<file path="src/rtl/btn_conditioner.sv">
// Push-button front end: per-button 2-flop sync, debounce, press strobe and
// optional auto-repeat. Every output is registered; there is no raw-to-output path.

module btn_conditioner_lane #(
    parameter int unsigned DEBOUNCE_CYCLES = 1_000_000,
    parameter bit          REPEAT_EN       = 1'b0,
    parameter int unsigned REPEAT_DELAY    = 25_000_000,
    parameter int unsigned REPEAT_RATE     = 5_000_000
) (
    input  logic clk,
    input  logic rst,
    input  logic raw,
    output logic level,
    output logic pulse
);
    localparam int unsigned DW   = $clog2(DEBOUNCE_CYCLES + 1);
    localparam int unsigned RMAX = (REPEAT_DELAY > REPEAT_RATE) ? REPEAT_DELAY : REPEAT_RATE;
    localparam int unsigned RW   = $clog2(RMAX + 1);
    localparam logic [DW-1:0] DB_LAST = DW'(DEBOUNCE_CYCLES - 1);
    localparam logic [RW-1:0] RD_LAST = RW'(REPEAT_DELAY - 1);
    localparam logic [RW-1:0] RR_LAST = RW'(REPEAT_RATE - 1);

    typedef enum logic [1:0] {IDLE, DELAY, REPEAT} state_t;

    logic          s1_q, s2_q;
    logic          stable_d, stable_q, prev_q;
    logic [DW-1:0] db_cnt_d, db_cnt_q;
    logic [RW-1:0] rcnt_q;
    logic          pulse_q;
    logic          press;
    state_t        state_q;

    always_ff @(posedge clk or posedge rst) begin
        if (rst) begin
            s1_q <= 1'b0;
            s2_q <= 1'b0;
        end else begin
            s1_q <= raw;
            s2_q <= s1_q;
        end
    end

    // Any sample that agrees with the accepted level restarts the count.
    always_comb begin
        stable_d = stable_q;
        db_cnt_d = '0;
        if (s2_q != stable_q) begin
            if (db_cnt_q == DB_LAST) stable_d = s2_q;
            else                     db_cnt_d = db_cnt_q + DW'(1);
        end
    end

    always_ff @(posedge clk or posedge rst) begin
        if (rst) begin
            stable_q <= 1'b0;
            db_cnt_q <= '0;
            prev_q   <= 1'b0;
        end else begin
            stable_q <= stable_d;
            db_cnt_q <= db_cnt_d;
            prev_q   <= stable_q;
        end
    end

    assign press = stable_q & ~prev_q;

    // Press can only occur in IDLE, so press and repeat strobes never overlap.
    always_ff @(posedge clk or posedge rst) begin
        if (rst) begin
            state_q <= IDLE;
            rcnt_q  <= '0;
            pulse_q <= 1'b0;
        end else begin
            pulse_q <= press;
            if (!REPEAT_EN || !stable_q) begin
                state_q <= IDLE;
                rcnt_q  <= '0;
            end else begin
                case (state_q)
                    IDLE: begin
                        rcnt_q <= '0;
                        if (press) state_q <= DELAY;
                    end
                    DELAY: begin
                        if (rcnt_q == RD_LAST) begin
                            pulse_q <= 1'b1;
                            rcnt_q  <= '0;
                            state_q <= REPEAT;
                        end else begin
                            rcnt_q <= rcnt_q + RW'(1);
                        end
                    end
                    REPEAT: begin
                        if (rcnt_q == RR_LAST) begin
                            pulse_q <= 1'b1;
                            rcnt_q  <= '0;
                        end else begin
                            rcnt_q <= rcnt_q + RW'(1);
                        end
                    end
                    default: begin
                        state_q <= IDLE;
                        rcnt_q  <= '0;
                    end
                endcase
            end
        end
    end

    assign level = stable_q;
    assign pulse = pulse_q;
endmodule

module btn_conditioner #(
    parameter int unsigned                NUM_BTN         = 5,
    parameter int unsigned                DEBOUNCE_CYCLES = 1_000_000,
    parameter logic [NUM_BTN-1:0]         REPEAT_MASK     = 5'b01100,
    parameter int unsigned                REPEAT_DELAY    = 25_000_000,
    parameter int unsigned                REPEAT_RATE     = 5_000_000
) (
    input  logic               clk,
    input  logic               rst,
    input  logic [NUM_BTN-1:0] btn_raw,
    output logic [NUM_BTN-1:0] btn_level,
    output logic [NUM_BTN-1:0] btn_pulse
);
    for (genvar i = 0; i < NUM_BTN; i++) begin : g_btn
        btn_conditioner_lane #(
            .DEBOUNCE_CYCLES(DEBOUNCE_CYCLES),
            .REPEAT_EN      (REPEAT_MASK[i]),
            .REPEAT_DELAY   (REPEAT_DELAY),
            .REPEAT_RATE    (REPEAT_RATE)
        ) u_lane (
            .clk  (clk),
            .rst  (rst),
            .raw  (btn_raw[i]),
            .level(btn_level[i]),
            .pulse(btn_pulse[i])
        );
    end
endmodule

</file>
<file path="config.mk">
export PLATFORM = sky130hd
export DESIGN_NAME = btn_conditioner
export DESIGN_NICKNAME = d
export VERILOG_FILES = /design/src/rtl/btn_conditioner.sv
export SDC_FILE = /design/constraint.sdc
export NUM_CORES = 1
export LEC_CHECK = 0
export ABC_CLOCK_PERIOD_IN_PS = 6000
export CORE_MARGIN = 1.5
export CORE_UTILIZATION = 35
export DETAILED_ROUTE_END_ITERATION = 8
export MAX_ROUTING_LAYER = met4
export PLACE_DENSITY = 0.55
export SYNTH_ARGS = -nofsm -noshare
export SYNTH_HDL_FRONTEND = slang
export SYNTH_SLANG_ARGS = --single-unit
</file>
<file path="constraint.sdc">
create_clock -name clk -period 6 [get_ports clk]
set_clock_uncertainty 0.1 [all_clocks]
set_input_delay 0.6 -clock clk [delete_from_list [all_inputs] [get_ports clk]]
set_output_delay 0.6 -clock clk [all_outputs]
set_load 0.02 [all_outputs]
</file>
==> results.yml <==
finish:
  syn2layout_area_growth_pct: 11.48
  diodes: 0
  mostFrequentLayoutCells: "dfrtp_1, nor2_1, nand3_1"
  drive_gt1_share_pct: 6.623
  final_common_cell: "dfrtp_1"
  nNetsFinal: 930
  fillers: 2502
  utilization_pct: 39.79
  multiInputGateArea_sq_um: 4192
  final-seq-area_sq_um: 4479
worst_setup_path:
  reg2reg_depth: 4
  cp_num_buf_inv: 0
  cp-start-kind: "register"
  cp.arrival_ns: 3.24
  crit_cells: 4
  slowest_delay_ns: 0.89
  end_kind: "register"
  critical_path.top_delay_family: "simple AND/OR/NAND/NOR gates"
  slowest_stage: "o21ai_2"
  cp_cell_sequence: "or4b_1 -> or4_1 -> o21ai_2 -> o2bb2a_1"
  crit_required_ns: 6.21
  path_max_fanout: 25
  timing_worst_setup_path_type: "reg2reg"
logic_synthesis:
  synth-adder-area-share_pct: 2.082
  yosysSeqAreaShare_pct: 49.69
  synthesis.nets: 930
  synth-edff-count: 0
  synth.distinct_cells: 49
  synth_top_area_share_pct: 49.69
  synth_compound_area_share_pct: 10.62
  synth_ff_type: "dfrtp_1"
  async_flop_share_pct: 100.0
  yosysTopAreaCell: "dfrtp_1"
  synth_top_family_by_area: "simple AND/OR/NAND/NOR gates"
  synth_area_sq_um: 9014
  synthXorXnorAreaFrac_pct: 8.745
  netlist_instances: 908
  yosys_warnings: 0
  synth_simple_gate_area_share_pct: 24.26
  ys_ff_latch: 179
  syn-mean-instance-area_sq_um: 9.927
  synth_mux_area_share_pct: 0.6247
  ys_top_cells_by_area: "dfrtp_1, xnor2_1, xor2_1, nor2_1, nand3_1"
clock_network:
  cts_root_buffer: "clkbuf_16"
  cts_hold_buf: 0
  clock-sinks: 179
  htreeDepth: 4
  numCtsBuffers: 17
  clock_latency_ns: 0.43
  cts_resized: 0
  cts_tree: "built"
  clkTransAtPathRegs_ns: 0.07
  clockBufferDepth: 2
  postCtsSetupBuffers: 0
sta:
  fmax_mhz: 329.9
  slew_violations: 0
  slew_headroom_pct: 28.56
  finalWorstSetupSlack_ns: 2.969
  timing.setup.tns_ns: 0
  setup_violations: 0
  tightest_slew_ns: 1.072
  rsz0062_at_grt: "no"
  min_period_ns: 3.031
  timing.hold.ws_ns: 0.2437
  finalHoldViolCount: 0
  timing.final.crit_share_pct: 50.52
floorplan:
  io_pins: 17
  dieArea_sq_um: 26730
  fp.dieH_microns: 163.5
  die_w_microns: 163.5
  rows: 58
  initial_core_util_pct: 35.69
  fp.coreArea_sq_um: 25250
global_routing:
  antenna_found_initial: 0
  gr-total-overflow: 0
  grt_pass1_wl_mm: 30.78
  track_usage_pct: 14.28
  grt_pass1_vias: 6369
  grt_max_degree: 137
hold_path:
  hold_path_class: "reg2reg"
  hold_path_depth: 0
power:
  irDropWorstVdd_mv: 0.1038
  power.leakage_nw: 3.824
  powerDensity_nw_per_um2: 246.5
route:
  drc: 0
  num_vias: 6652
  via_per_inst: 5.317
  routed_wl_mm: 17.38
  drt_iter0_drc: 407
  avgRoutedWirePerCell_microns: 13.90
  dr.pass1.iters: 7
  drtAntennaViolNets: 0
placed_design:
  io_buffers: 16
  hpwlAfterDp_mm: 10.95
  pre_cts_slack_ns: 2.986
  gp_congestion: 0.7487
status:
  outcome: "finished clean"
job:
  drv_cap: 0
-- worst paths after layout --
path,endpoint,slack [ns],start
max,g_btn[3].u_lane.rcnt_q[22]$_DFF_PP0_,2.97,g_btn[3].u_lane.rcnt_q[17]$_DFF_PP0_
min,g_btn[1].u_lane.s2_q$_DFF_PP0_,0.24,g_btn[1].u_lane.s1_q$_DFF_PP0_
max reg2reg,g_btn[3].u_lane.rcnt_q[22]$_DFF_PP0_,2.97,g_btn[3].u_lane.rcnt_q[17]$_DFF_PP0_
min reg2reg,g_btn[1].u_lane.s2_q$_DFF_PP0_,0.24,g_btn[1].u_lane.s1_q$_DFF_PP0_
max in group asynchronous,g_btn[3].u_lane.rcnt_q[13]$_DFF_PP0_,3.90,rst
min in group asynchronous,g_btn[2].u_lane.db_cnt_q[9]$_DFF_PP0_,0.67,rst
-- synth_stat cells (3+ instances only) --
library cell	count
dfrtp_1	179
nor2_1	88
nand3_1	55
a21oi_1	54
xnor2_1	48
nand2_1	45
xor2_1	42
nand4_1	40
or4_1	36
or3_1	35
inv_1	32
o21ai_0	27
o31ai_1	26
a22oi_1	23
clkbuf_1	21
nor3_1	18
and3_1	17
nor4_1	16
ha_1	15
buf_4	14
and4_1	12
and2_1	6
mux2_2	5
buf_2	4
nor4b_1	4
a21boi_0	3
buf_6	3
nand3b_1	3
nand4b_1	3
nor2b_1	3
or2_2	3
or4b_2	3
-- flip-flops by register name, summed over array words and instances, names as in the netlist --
signal	count
g_btn.u_lane.rcnt_q	50
g_btn.u_lane.db_cnt_q	100
g_btn.u_lane.state_q	4
g_btn.u_lane.s1_q	5
g_btn.u_lane.level	5
g_btn.u_lane.s2_q	5
g_btn.u_lane.pulse	5
g_btn.u_lane.prev_q	5
-- kinds of logic after synthesis --
logic type                 Yosys count
and+or+nand+nor                    396
muxes                                5
xor gates and xnor gates            90
adders and majority gates           15
DFF                                179
buffers and inverters               74
AOI/OAI and AO/OA                  149
-- worst register-to-register path: stages (launching register included) --
cell and delay, ns:
dfrtp_1 0.42, or4b_1 0.51, or4_1 0.69, o21ai_2 0.89, o2bb2a_1 0.31
-- through the flow --
| step | power (mW) | cells | area, sq um |
|---|---|---|---|
| finish | 2.477 | 1251 | 10050 |
| global route | 2.579 | 1251 | 10050 |
| CTS | 2.515 | 1251 | 10050 |
| detailed placement | 1.313 | 1219 | 9424 |
| floorplan | 1.290 | 908 | 9014 |
| global placement | 1.313 | 1219 | 9424 |
-- final cells by class --
| cell class | count | area share [%] |
|---|---|---|
| clock buffer | 20 | 4.445 |
| clock inverter | 12 | 1.768 |
| inverter | 32 | 1.270 |
| multi-input combinational | 655 | 41.71 |
| sequential | 179 | 44.58 |
| tap | 330 | 4.109 |
| timing repair buffer | 23 | 2.117 |
-- where the power goes --
group	switching [mW]	internal (mW)	leakage, nW
Combinational	0.0425	0.0156	1.05
Clock	0.479	0.711	0.305
Sequential	0.0106	1.22	2.47
Total	0.533	1.94	3.82
-- metal layers --
layer / track usage (%) / vias up / routed length [microns]
met4: 4.711 / 0 / 209
met5: - / - / 0
li1: - / 3299 / -
met2: 21.88 / 86 / 7925
met3: 2.387 / 17 / 406
met1: 19.21 / 3250 / 8844
Power figures use the tool's default switching activity.
